==> config.mk <==
export PLATFORM = sky130hd
export DESIGN_NAME = vram_arbiter_flat
export DESIGN_NICKNAME = d
export VERILOG_FILES = /design/src/rtl/vram_arbiter_if.sv /design/src/rtl/vram_arbiter.sv /design/src/flat_wrapper.sv
export SDC_FILE = /design/constraint.sdc
export NUM_CORES = 1
export LEC_CHECK = 0
export ABC_CLOCK_PERIOD_IN_PS = 2300
export CAP_MARGIN = 10
export CORE_MARGIN = 5
export CORE_UTILIZATION = 38
export DETAILED_ROUTE_END_ITERATION = 8
export HOLD_SLACK_MARGIN = 0.1
export PLACE_DENSITY = 0.81
export SLEW_MARGIN = 20
export SYNTH_ARGS = -nofsm -noshare
export SYNTH_HDL_FRONTEND = slang
export SYNTH_SLANG_ARGS = --single-unit
==> constraint.sdc <==
create_clock -name clk -period 2.3 [get_ports clk]
set_input_delay 0.345 -clock clk [delete_from_list [all_inputs] [get_ports clk]]
set_output_delay 0.345 -clock clk [all_outputs]
set_load 0.02 [all_outputs]
==> src/rtl/vram_arbiter_if.sv <==
// Command/response bus between vram_arbiter and the SDRAM memory controller.
// The arbiter drives the master side, the controller the slave side.
interface vram_arbiter_if;
    logic        mc_read;
    logic        mc_write;
    logic        mc_refresh;
    logic [20:0] mc_addr;
    logic [15:0] mc_din;
    logic [1:0]  mc_wdm;
    logic [15:0] mc_dout;
    logic        mc_busy;

    modport master (
        output mc_read, mc_write, mc_refresh,
        output mc_addr, mc_din, mc_wdm,
        input  mc_dout, mc_busy
    );

    modport slave (
        input  mc_read, mc_write, mc_refresh,
        input  mc_addr, mc_din, mc_wdm,
        output mc_dout, mc_busy
    );
endinterface

==> src/rtl/vram_arbiter.sv <==
// Single-command scheduler in front of the VRAM SDRAM controller.
// Arbitrates VDP slot accesses, the aux host port and periodic refresh.
module vram_arbiter #(
    parameter int REFRESH_INTERVAL = 810,
    parameter int REFRESH_URGENT   = 2,
    parameter int REFRESH_MAX      = 7
) (
    input  logic        clk,
    input  logic        reset_n,
    input  logic        vdp_req,
    input  logic        vdp_we,
    input  logic [16:0] vdp_addr,
    input  logic [7:0]  vdp_din,
    output logic [15:0] vdp_dout,
    output logic        vdp_ack,
    output logic        vdp_overrun,
    input  logic        aux_req,
    input  logic        aux_we,
    input  logic [20:0] aux_addr,
    input  logic [15:0] aux_din,
    input  logic [1:0]  aux_wdm,
    output logic [15:0] aux_dout,
    output logic        aux_ack,
    vram_arbiter_if.master mc,
    output logic [2:0]  refresh_pending
);
    localparam int TW = $clog2(REFRESH_INTERVAL);
    localparam logic [TW-1:0] TMR_LAST = TW'(REFRESH_INTERVAL - 1);

    typedef enum logic [2:0] {
        S_IDLE, S_ISSUE, S_WAIT_START, S_WAIT_DONE, S_DONE
    } state_t;

    typedef enum logic [1:0] {
        W_NONE, W_REF, W_VDP, W_AUX
    } win_t;

    state_t state, state_nxt;
    win_t   win, pick;

    logic          vdp_req_q, vdp_edge;
    logic          slot_full, slot_we, slot_clr;
    logic [16:0]   slot_addr;
    logic [7:0]    slot_din;
    logic          aux_req_q;
    logic          cmd_we;
    logic [20:0]   cmd_addr;
    logic [15:0]   cmd_din;
    logic [1:0]    cmd_wdm;
    logic [1:0]    wait_cnt;
    logic [TW-1:0] ref_timer;
    logic          ref_inc, start;

    assign mc.mc_addr = cmd_addr;
    assign mc.mc_din  = cmd_din;
    assign mc.mc_wdm  = cmd_wdm;

    assign vdp_edge = vdp_req & ~vdp_req_q;
    assign ref_inc  = (ref_timer == TMR_LAST);

    always_comb begin
        pick          = W_NONE;
        state_nxt     = state;
        mc.mc_read    = 1'b0;
        mc.mc_write   = 1'b0;
        mc.mc_refresh = 1'b0;
        vdp_ack       = 1'b0;
        aux_ack       = 1'b0;

        if (refresh_pending >= 3'(REFRESH_URGENT)) pick = W_REF;
        else if (slot_full)                        pick = W_VDP;
        else if (aux_req_q)                        pick = W_AUX;
        else if (refresh_pending != 3'd0)          pick = W_REF;

        unique case (state)
            S_IDLE: begin
                if (pick != W_NONE && !mc.mc_busy) state_nxt = S_ISSUE;
            end
            S_ISSUE: begin
                mc.mc_refresh = (win == W_REF);
                mc.mc_write   = (win != W_REF) && cmd_we;
                mc.mc_read    = (win != W_REF) && !cmd_we;
                state_nxt     = S_WAIT_START;
            end
            S_WAIT_START: begin
                // a command that never raises busy is taken as complete
                if (mc.mc_busy)             state_nxt = S_WAIT_DONE;
                else if (wait_cnt == 2'd3) state_nxt = S_DONE;
            end
            S_WAIT_DONE: begin
                if (!mc.mc_busy) state_nxt = S_DONE;
            end
            S_DONE: begin
                vdp_ack   = (win == W_VDP);
                aux_ack   = (win == W_AUX);
                state_nxt = S_IDLE;
            end
            default: state_nxt = S_IDLE;
        endcase
    end

    assign slot_clr = (state == S_DONE) && (win == W_VDP);
    assign start    = (state == S_IDLE) && (state_nxt == S_ISSUE);

    always_ff @(posedge clk or negedge reset_n) begin
        if (!reset_n) begin
            state    <= S_IDLE;
            win      <= W_NONE;
            wait_cnt <= 2'd0;
            cmd_we   <= 1'b0;
            cmd_addr <= 21'd0;
            cmd_din  <= 16'd0;
            cmd_wdm  <= 2'b00;
        end else begin
            state    <= state_nxt;
            wait_cnt <= (state == S_WAIT_START) ? wait_cnt + 2'd1 : 2'd0;
            if (start) begin
                win <= pick;
                unique case (pick)
                    W_VDP: begin
                        cmd_we   <= slot_we;
                        cmd_addr <= {5'b0, slot_addr[15:0]};
                        cmd_din  <= {slot_din, slot_din};
                        cmd_wdm  <= slot_we ?
                            {~slot_addr[16], slot_addr[16]} : 2'b00;
                    end
                    W_AUX: begin
                        cmd_we   <= aux_we;
                        cmd_addr <= aux_addr;
                        cmd_din  <= aux_din;
                        cmd_wdm  <= aux_wdm;
                    end
                    default: cmd_we <= 1'b0;
                endcase
            end
        end
    end

    // read data is captured on entry to DONE so it is valid alongside the ack
    always_ff @(posedge clk or negedge reset_n) begin
        if (!reset_n) begin
            vdp_dout <= 16'd0;
            aux_dout <= 16'd0;
        end else if (state != S_DONE && state_nxt == S_DONE && !cmd_we) begin
            if (win == W_VDP) vdp_dout <= mc.mc_dout;
            if (win == W_AUX) aux_dout <= mc.mc_dout;
        end
    end

    always_ff @(posedge clk or negedge reset_n) begin
        if (!reset_n) begin
            vdp_req_q   <= 1'b0;
            slot_full   <= 1'b0;
            slot_we     <= 1'b0;
            slot_addr   <= 17'd0;
            slot_din    <= 8'd0;
            vdp_overrun <= 1'b0;
            aux_req_q   <= 1'b0;
        end else begin
            vdp_req_q <= vdp_req;
            aux_req_q <= aux_req & ~aux_ack;
            if (vdp_edge) begin
                if (slot_full && !slot_clr) begin
                    vdp_overrun <= 1'b1;
                end else begin
                    slot_full <= 1'b1;
                    slot_we   <= vdp_we;
                    slot_addr <= vdp_addr;
                    slot_din  <= vdp_din;
                end
            end else if (slot_clr) begin
                slot_full <= 1'b0;
            end
        end
    end

    always_ff @(posedge clk or negedge reset_n) begin
        if (!reset_n) begin
            ref_timer       <= '0;
            refresh_pending <= 3'd0;
        end else begin
            ref_timer <= ref_inc ? '0 : ref_timer + 1'b1;
            if (ref_inc && !mc.mc_refresh) begin
                if (refresh_pending != 3'(REFRESH_MAX))
                    refresh_pending <= refresh_pending + 3'd1;
            end else if (!ref_inc && mc.mc_refresh) begin
                refresh_pending <= refresh_pending - 3'd1;
            end
        end
    end
endmodule

==> src/flat_wrapper.sv <==
// flat-port wrapper written by rule: the top's interface ports become plain ports
module vram_arbiter_flat 
#(
    parameter int REFRESH_INTERVAL = 810,
    parameter int REFRESH_URGENT   = 2,
    parameter int REFRESH_MAX      = 7
)
  (clk, reset_n, vdp_req, vdp_we, vdp_addr, vdp_din, vdp_dout, vdp_ack, vdp_overrun, aux_req, aux_we, aux_addr, aux_din, aux_wdm, aux_dout, aux_ack, refresh_pending, mc_mc_read, mc_mc_write, mc_mc_refresh, mc_mc_addr, mc_mc_din, mc_mc_wdm, mc_mc_dout, mc_mc_busy);
  vram_arbiter_if mc_i ();
  input  logic clk;
  input  logic reset_n;
  input  logic vdp_req;
  input  logic vdp_we;
  input  logic [16:0] vdp_addr;
  input  logic [7:0] vdp_din;
  output logic [15:0] vdp_dout;
  output logic vdp_ack;
  output logic vdp_overrun;
  input  logic aux_req;
  input  logic aux_we;
  input  logic [20:0] aux_addr;
  input  logic [15:0] aux_din;
  input  logic [1:0] aux_wdm;
  output logic [15:0] aux_dout;
  output logic aux_ack;
  output logic [2:0] refresh_pending;
  output wire logic [$bits(mc_i.mc_read)-1:0] mc_mc_read;
  output wire logic [$bits(mc_i.mc_write)-1:0] mc_mc_write;
  output wire logic [$bits(mc_i.mc_refresh)-1:0] mc_mc_refresh;
  output wire logic [$bits(mc_i.mc_addr)-1:0] mc_mc_addr;
  output wire logic [$bits(mc_i.mc_din)-1:0] mc_mc_din;
  output wire logic [$bits(mc_i.mc_wdm)-1:0] mc_mc_wdm;
  input wire logic [$bits(mc_i.mc_dout)-1:0] mc_mc_dout;
  input wire logic [$bits(mc_i.mc_busy)-1:0] mc_mc_busy;
  assign mc_mc_read = mc_i.mc_read;
  assign mc_mc_write = mc_i.mc_write;
  assign mc_mc_refresh = mc_i.mc_refresh;
  assign mc_mc_addr = mc_i.mc_addr;
  assign mc_mc_din = mc_i.mc_din;
  assign mc_mc_wdm = mc_i.mc_wdm;
  assign mc_i.mc_dout = mc_mc_dout;
  assign mc_i.mc_busy = mc_mc_busy;
  vram_arbiter #(.REFRESH_INTERVAL(REFRESH_INTERVAL), .REFRESH_URGENT(REFRESH_URGENT), .REFRESH_MAX(REFRESH_MAX)) u_core (.clk(clk), .reset_n(reset_n), .vdp_req(vdp_req), .vdp_we(vdp_we), .vdp_addr(vdp_addr), .vdp_din(vdp_din), .vdp_dout(vdp_dout), .vdp_ack(vdp_ack), .vdp_overrun(vdp_overrun), .aux_req(aux_req), .aux_we(aux_we), .aux_addr(aux_addr), .aux_din(aux_din), .aux_wdm(aux_wdm), .aux_dout(aux_dout), .aux_ack(aux_ack), .mc(mc_i), .refresh_pending(refresh_pending));
endmodule
Yosys cells after proc, flatten, opt, wreduce, memory -nomap -nowiden. Index checks and enable logic that the tools add are counted.

Memories: 0. Bits of input ports: 87. Register bits after elaboration: 122. Memory bits (read-only): 0. RAM bits: 0. Bits in latches: 0.

Equality and inequality tests: 18. Muxes and demuxes: 27. Add/sub/neg operators: 4. Bitwise logic cells: 6. Div/mod/pow operators: 0. Shifts and indexed selects: 0. Reductions and logical operators: 28. Magnitude comparators: 1. Multiply operators: 0.

Operator list (number): 21-bit one-hot mux with 2 select lines (1); 16-bit one-hot mux with 2 select lines (1); 3-bit 2-to-1 mux (7); 2-bit AND reduction (7); 3-bit one-hot mux with 4 select lines (1); 10-bit by 1-bit adder with 10-bit output, second input constant (1); 10-bit equality test, second input constant (1); 2-bit equality test, second input constant (5); 1-bit logical AND (10); 10-bit 2-to-1 mux (1); 2-bit 2-to-1 mux (5); 1-bit 2-to-1 mux (9); 2-bit nonzero test (4); 3-bit by 1-bit equality test with 1-bit output, second input constant (2); 3-bit by 2-bit equality test with 1-bit output, second input constant (2); 3-bit equality test, second input constant (2); 3-bit inequality test, second input constant (2); 1-bit zero test (5); 2-bit inequality test, second input constant (2); 1-bit inverter (4); 2-bit one-hot mux with 2 select lines (1); 3-bit by 1-bit adder with 3-bit output, second input constant (1); 3-bit by 2-bit greater-or-equal comparator with 1-bit output, second input constant (1); 3-bit zero test (1); other kinds (7) (8).

Logic depth before layout (Yosys ltp). Gate-level depths: netlist (run 1).

Depth in word-level cells: 13. Mapped depth: 12. Depth with buffers taken out: 10.

Least setup slack after synthesis (run 1). Ideal clock, no wire load.

Kind: register to register. Start: register u_core.ref_timer[4]. End: register u_core.refresh_pending[2]. Arrival time: 2.136 ns. Stages on the path, launching flop included: 11. Setup slack: 0.085 ns. Required time: 2.220 ns. Setup time: 0.080 ns. Cells stage by stage: dfrtp_1 nor4b_1 and3_1 buf_2 buf_4 nand2_1 fa_1 inv_1 a221oi_1 mux2_2 mux2i_1.

Cells in the longest elaborated chain, start to end: 5. Elaborated cells on any way between the ends: 8.

Ends and longest elaborated chain: start, declared (line vram_arbiter.sv:51) `logic [TW-1:0] ref_timer;`; start signal, assigned (line vram_arbiter.sv:182) `ref_timer <= ref_inc ? '0 : ref_timer + 1'b1;`; 10-bit equality test * (line vram_arbiter.sv:59) `assign ref_inc = (ref_timer == TMR_LAST);`; 1-bit zero test (line vram_arbiter.sv:186) `end else if (!ref_inc && mc.mc_refresh) begin`; 1-bit logical AND (line vram_arbiter.sv:186); 2-bit nonzero test (no source line); 2-bit AND reduction (no source line); end signal, assigned (line vram_arbiter.sv:185) `refresh_pending <= refresh_pending + 3'd1;`; end signal, assigned (line vram_arbiter.sv:187) `refresh_pending <= refresh_pending - 3'd1;`; end, declared (line vram_arbiter.sv:25) `output logic [2:0] refresh_pending`.

Every way passes the cells marked *; elsewhere a longest branch is shown, timed or not. A chain may end at the register's enable or synchronous reset.

Worst setup path in the final report (run 1).
Start: register u_core.state[2]. End: output mc_mc_read.

Cells in the longest elaborated chain, start to end: 2.

Ends and longest elaborated chain: start, declared (line vram_arbiter.sv:38) `state_t state, state_nxt;`; start signal, assigned (line vram_arbiter.sv:115) `state <= state_nxt;`; 3-bit by 1-bit equality test with 1-bit output (line vram_arbiter.sv:75) `unique case (state)`; 1-bit 2-to-1 mux (line vram_arbiter.sv:75); end, declared (line flat_wrapper.sv:27) `output wire logic [$bits(mc_i.mc_read)-1:0] mc_mc_read;`.

No other way between the ends.

==> flow_summary_export.csv, run 1 <==
group,metric,value,unit
status,status,"complete, no violations",
logic_synthesis,avgSynthCellArea,12.7,um2
grt,antenna_found_initial,0,
setup_path,critPathTopFamily,"simple AND/OR/NAND/NOR gates",
cts,cts_num_sinks,122,
grt,grt_pass1_wl,20700,um
floorplanning,row_count,42,
detailed_routing,firstDrtPassIters,4,
detailed_routing,drt_wl_total,12700,um
grt,grt_start_max_net_pins,71,
grt,overflow,0,
timing,period_share,96.2,%
cts,htree_levels,4,
floorplanning,fp.coreArea,13300,um2
power_and_ir_drop,power_density,1280,nW/um2
layout,drive_gt1_share,18.8,%
grt,grt_pass1_vias,4101,
placement,dpl.hpwl,9400,um
detailed_routing,via_count,3753,
cts,cts_tree,"built",
grt,grt.total_usage,16.2,%
cts,clock_path_buffers,2,
layout,final_util,57.8,%
timing,setup_viol,0,
logic_synthesis,yosysTopAreaCell,"dfrtp_1",
timing,skew,0.00730,ns
logic_synthesis,ys_ff_latch,122,
setup_path,cp_cell_sequence,"or3b_2, nor3_2, clkdlybuf4s15_2",
logic_synthesis,yosys-top-cells-area,"dfrtp_1, mux2_2, mux2i_1, o21ai_0, nand2_1",
setup_path,startpoint_type,"register",
cts,cts_buffers,17,
timing,whs,0.322,ns
setup_path,cpMaxStageDelayCell,"or3b_2",
logic_synthesis,ys_types,44,
cts,root_buffer,"clkbuf_16",
floorplanning,io_pins,167,
placement,portBuffers,166,
setup_path,cp-end-kind,"output pin",
setup_path,cpPeakStageDelay,0.54,ns
timing,hold_violations,0,
timing,min_period,2.21,ns
layout,syn_to_final_growth,48.5,%
logic_synthesis,yosysTopAreaCellShare,58.7,%
detailed_routing,drtIter0Drc,211,
floorplanning,die_w,127,um
flow_run,cap_violations,0,
floorplanning,die_area,16100,um2
timing,max-slew-margin-rel,43.0,%
logic_synthesis,async_reset_ff_share,100,%
detailed_routing,routedWlPerCell,16.4,um
setup_path,crit_arrival,1.87,ns
cts,clk_latency,0.41,ns
logic_synthesis,syn-num-nets,500,
placement,place_congestion,0.823,
logic_synthesis,yosysWarnings,0,
logic_synthesis,syn_area,5200,um2
timing,slew_viol_final,0,
timing,worstMarginPinSlew,0.844,ns
timing,timing.fmax,452,MHz
hold_path,hp-class,"input pin to async pin",
setup_path,critPathKind,"register to output pin",
logic_synthesis,synthCells,409,
logic_synthesis,synth_edf_count,0,
setup_path,path_buf_inv,1,
logic_synthesis,yosysSeqAreaShare,58.7,%
detailed_routing,ant_nets,0,
setup_path,critical_path.max_fanout,6,
layout,fillerInstances,1108,
detailed_routing,drc,0,
detailed_routing,avgViaCountPerCell,4.83,
layout,fin_nets,681,
logic_synthesis,ys.flop_type,"dfrtp_1",
setup_path,crit_required,1.96,ns
power_and_ir_drop,ir_worst_vdd,0.671,mV
cts,clk_pin_slew_worst_paths,0.05,ns
layout,n_antenna_cell,0,
floorplanning,die_h,127,um
power_and_ir_drop,p_leak,0.00335,uW
floorplanning,initial_core_util,39.0,%
power breakdown:
| group | leakage, uW | switching (uW) | total [uW] | internal, uW |
|---|---|---|---|---|
| Sequential | 0.00159 | 513 | 3490 | 2970 |
| Combinational | 0.00148 | 1880 | 3850 | 1970 |
| Clock | 0.000285 | 886 | 2580 | 1690 |
final cells by class:
type / instances / area [um2] / share of cell area, %
multi-input combinational: 262 / 2000 / 26.0
inverter: 5 / 18.8 / 0.243
timing repair buffer: 182 / 1840 / 23.9
clock inverter: 7 / 91.3 / 1.18
tap: 176 / 220 / 2.85
sequential: 122 / 3050 / 39.5
clock buffer: 23 / 488 / 6.32
Yosys cell counts (2+ instances only):
master    number
a21oi_1        3
a22o_1         5
and2_1         3
and3_1         3
buf_2          8
buf_4          4
buf_6          4
clkbuf_1       3
dfrtp_1      122
ha_1           3
inv_1          5
mux2_1         2
mux2_2        57
mux2i_1       39
nand2_1       49
nand2b_1       4
nand3_1        3
nand4_1        2
nor2_1        13
nor2b_1        2
nor3_1         5
nor3b_1        3
nor4b_1        2
o21ai_0       39
xnor2_1        5
xor2_1         3
per-stage QoR:
step	area, um2	power, uW	setup WS, ns	TNS [ns]	instances
after floorplan	5200	5440	0.0847	0	409
after global placement	7110	7240	0.135	0	745
after detailed placement	7110	7390	0.0899	0	745
after CTS	7710	10000	0.0166	0	777
after global routing	7720	10500	-0.00173	-0.00173	777
final	7720	9920	0.0872	0	777
registers in the layout, summed over array words and instances, names as in the netlist:
register / count
u_core.mc.mc_addr: 21
u_core.slot_addr: 17
u_core.aux_dout: 16
u_core.mc.mc_din: 16
u_core.vdp_dout: 16
u_core.ref_timer: 10
u_core.slot_din: 8
u_core.refresh_pending: 3
u_core.state: 3
u_core.mc.mc_wdm: 2
u_core.wait_cnt: 2
u_core.win: 2
u_core.aux_req_q: 1
u_core.cmd_we: 1
u_core.slot_full: 1
u_core.slot_we: 1
u_core.vdp_overrun: 1
u_core.vdp_req_q: 1
logic make-up after synthesis:
kind of cell	count (synthesis)	share of synthesized area (%)
AOI/OAI and AO/OA	55	6.16
xor gates and xnor gates	8	1.35
adders and majority gates	4	1.11
buffers and inverters	25	3.18
DFF	122	58.7
muxes	99	20.6
and+or+nand+nor	96	8.93
worst reg2reg max path, cell delays in order (launching register included):
cell	delay (ns)
dfrtp_1	0.41
inv_1	0.07
ha_1	0.13
and4b_1	0.22
and3_1	0.18
nand2_1	0.08
fa_1	0.39
nor3_1	0.28
mux2_2	0.21
mux2i_1	0.06
metal layers:
layer	part of all wire (%)	vias to the layer above	GRT usage (%)	wire length (um)
met4	1.2	0	6.12	158
met2	49	140	26.7	6290
met3	9.7	14	7.43	1240
met1	40	1806	18.5	5030
met5	0	-	0	0
li1	-	1793	-	-
cell usage in the layout (no fill, tap or decap), types with 3 or more instances in the layout:
cell type          n
clkbuf_16         17
a22o_1             5
nand2_1           49
and2_1             3
clkbuf_8           4
xor2_1             3
ha_1               3
clkinv_2           3
mux2i_1           39
nor2_1            13
dlygate4sd2_1      3
clkdlybuf4s50_1  160
buf_12             5
mux2_2            57
buf_4             11
inv_1              5
nand2b_1           4
dfrtp_1          122
nand3_1            3
and3_1             3
nor3_1             4
nor4b_2            3
xnor2_1            5
a21oi_1            3
o21ai_0           39
path summary, 6_finish.rpt:
path,from,endpoint,slack (ns),depth (start not counted)
setup / recovery,u_core.state[2]$_DFF_PN0_,mc_mc_read,0.09,3
hold / removal,reset_n,u_core.slot_din[1]$_DFFE_PN0P_,0.32,2
setup reg to reg,u_core.ref_timer[1]$_DFF_PN0_,u_core.refresh_pending[2]$_DFFE_PN0P_,0.14,9
hold reg to reg,u_core.wait_cnt[0]$_DFF_PN0_,u_core.wait_cnt[0]$_DFF_PN0_,0.45,1
max in group asynchronous,reset_n,u_core.aux_dout[3]$_DFFE_PN0P_,1.20,3
min in group clk,vdp_req,u_core.vdp_req_q$_DFF_PN0_,0.41,1
what timing repair did:
item | CTS | global route
hold buffers | 1 | 0
setup endpoints to repair | 5 | 3
pin swaps | 1 | 0
buffers inserted | 1 | 0
endpoints found under the hold margin | 76 | 0
gates resized for setup | 8 | 3
Power figures use the tool's default switching activity.
==> inputs of run 2 (changes only) <==
- CORE_UTILIZATION: 38 -> 42
- PLACE_DENSITY: 0.81 -> 0.88
- SETUP_SLACK_MARGIN: unset -> 0.3
==> run 2 against run 1 <==
Effect of this change: die area down 8.8%; critical endpoint is now u_core.refresh_pending[2]$_DFFE_PN0P_; first-iteration DRC count down 24%; worst setup slack better by 0.23 ns; fmax up 12%; utilization up 7.0 points; register-to-register slack better by 0.18 ns; critical path type is now register to register; clock skew about the same.
==> flow_summary_export.csv, run 2 (synthesis gave the netlist of run 1 again) <==
group,metric,value,unit
detailed_routing,drtIter0Drc,161,
cts,htree_levels,4,
detailed_routing,ant_nets,0,
setup_path,crit_arrival,2.31,ns
timing,hold_violations,0,
setup_path,critPathKind,"register to register",
timing,fin_tns_setup,0,ns
detailed_routing,avgViaCountPerCell,5.03,
setup_path,crit_start,"u_core.ref_timer[1]$_DFF_PN0_",
placement,dpl.hpwl,9480,um
timing,worst_slack,0.318,ns
layout,final_common_cell,"clkdlybuf4s50_1",
placement,dp_slack,0.0452,ns
floorplanning,die_h,121,um
timing,slew_viol_final,0,
cts,clk_latency,0.41,ns
setup_path,crit_cells,10,
setup_path,cpMaxStageDelayCell,"dfrtp_1",
layout,fillerInstances,887,
setup_path,critical_path.max_fanout,2,
setup_path,r2r-end,"u_core.refresh_pending[2]$_DFFE_PN0P_",
timing,min_period,1.98,ns
timing,skew,0.00758,ns
floorplanning,initial_core_util,43.1,%
detailed_routing,drc,0,
placement,portBuffers,166,
grt,grt_start_max_net_pins,76,
layout,drive_gt1_share,22.4,%
setup_path,reg2regPathDepth,10,
grt,antenna_found_initial,0,
detailed_routing,via_count,3906,
layout,fin_nets,686,
grt,overflow,0,
setup_path,crit_required,2.63,ns
setup_path,timing.critical_path.to,"u_core.refresh_pending[2]$_DFFE_PN0P_",
power_and_ir_drop,power_density,1300,nW/um2
setup_path,startpoint_type,"register",
layout,largest_reg_flops,21,
timing,setup_viol,0,
setup_path,reg2reg_slack,0.32,ns
setup_path,r2r_start,"u_core.ref_timer[1]$_DFF_PN0_",
setup_path,path_buf_inv,2,
placement,place_congestion,0.791,
cts,clock_path_buffers,2,
floorplanning,die_area,14700,um2
timing,timing.fmax,505,MHz
layout,seqCellArea,3060,um2
grt,grt_pass1_wl,21900,um
floorplanning,row_count,40,
detailed_routing,firstDrtPassIters,4,
layout,n_antenna_cell,0,
floorplanning,fp.coreArea,12100,um2
layout,multi_input_area,2070,um2
setup_path,critPathTopFamily,"adder cells",
layout,layoutNonFillerInstCount,776,
timing,rsz0062_at_grt,"yes",
cts,clk_pin_slew_worst_paths,0.05,ns
floorplanning,die_w,121,um
setup_path,cpPeakStageDelay,0.38,ns
grt,grt_pass1_vias,4304,
power_and_ir_drop,ir_worst_vdd,0.782,mV
detailed_routing,drt_wl_total,13400,um
timing,max-slew-margin-rel,55.2,%
hold_path,hp-class,"input pin to async pin",
floorplanning,io_pins,167,
cts,cts_tree,"built",
power_and_ir_drop,p_leak,0.00338,uW
flow_run,cap_violations,0,
setup_path,cp_cell_sequence,"inv_1, ha_1, and4b_1, and3_4, nand2_2, fa_2, inv_2, a221oi_1, mux2_4, mux2i_1",
layout,syn_to_final_growth,50.4,%
setup_path,cp-end-kind,"register",
layout,final_cell_mix,"clkdlybuf4s50_1, dfrtp_1, mux2_2",
detailed_routing,routedWlPerCell,17.3,um
cts,cts_buffers,17,
status,status,"complete, no violations",
grt,grt.total_usage,19.0,%
cts,cts_num_sinks,122,
timing,worstMarginPinSlew,0.663,ns
placement,place_inst,735,
cts,root_buffer,"clkbuf_16",
timing,period_share,86.2,%
==> run 2: changes by cell type in the layout (fill, tap and decap cells not counted), sizes merged <==
cell           previous run  this run
clkinvlp                  1         0
buf                      16        26
clkinv                    4         5
dlygate4sd2               3         0
clkdlybuf4s15             1         0
dlymetal6s2s              1         0
bufinv                    2         3
clkbuf                   23        24
==> run 2: area by class of cell <==
cell class                 count  share of cell area, %
clock buffer                  24                   6.29
inverter                       5                  0.240
sequential                   122                   39.1
tap                          168                   2.69
multi-input combinational    262                   26.4
clock inverter                 8                   1.47
timing repair buffer         187                   23.8
==> run 2: what timing repair did <==
| item | CTS | global route |
|---|---|---|
| endpoints found under the hold margin | 78 | 0 |
| setup buffers | 7 | 1 |
| hold buffers | 1 | 0 |
| pin swaps | 6 | 2 |
| resized for setup | 32 | 9 |
| setup endpoints to repair | 7 | 7 |
==> run 2: worst register-to-register path: stages (launching register included) <==
cell and delay (ns):
dfrtp_1 0.38, inv_1 0.06, ha_1 0.12, and4b_1 0.22
and3_4 0.20, nand2_2 0.05, fa_2 0.36, inv_2 0.07
a221oi_1 0.05, mux2_4 0.27, mux2i_1 0.13
==> run 2: metrics by stage <==
step	area, um2	util [%]	total power (uW)	hold WS [ns]
after CTS	7800	64.7	10200	0.277
after global placement	7090	58.8	7220	0.166
after floorplan	5210	-	5450	0.0494
after detailed placement	7090	58.8	7400	0.170
final	7820	64.8	10200	0.297
after global routing	7820	64.8	10700	0.309
==> run 2: how the worst min path moves through the flow <==
stage	from	end	slack, ns
4_1_cts	reset_n	u_core.mc.mc_addr[7]$_DFFE_PN0P_	0.28
5_1_grt	reset_n	u_core.mc.mc_addr[7]$_DFFE_PN0P_	0.31
6_report	reset_n	u_core.mc.mc_addr[7]$_DFFE_PN0P_	0.30
3_5_place_dp	reset_n	u_core.mc.mc_addr[7]$_DFFE_PN0P_	0.17
3_3_place_gp	reset_n	u_core.slot_addr[5]$_DFFE_PN0P_	0.17
2_1_floorplan	reset_n	u_core.aux_dout[0]$_DFFE_PN0P_	0.05
==> run 2: report_power, final <==
group          switching, uW  internal, uW  total (uW)
clock network            907          1810        2720
registers                562          2980        3540
logic                   1910          2020        3930
total                   3380          6810       10200
==> run 2: per-layer routing <==
layer | up-vias | GRT usage, % | part of all wire (%) | wire length, um
li1 | 1806 | - | - | -
met1 | 1930 | 21.1 | 38 | 5070
met2 | 147 | 32.5 | 51 | 6840
met3 | 23 | 8.02 | 9.3 | 1250
met4 | 0 | 7.28 | 1.8 | 247
met5 | - | 0 | 0 | 0
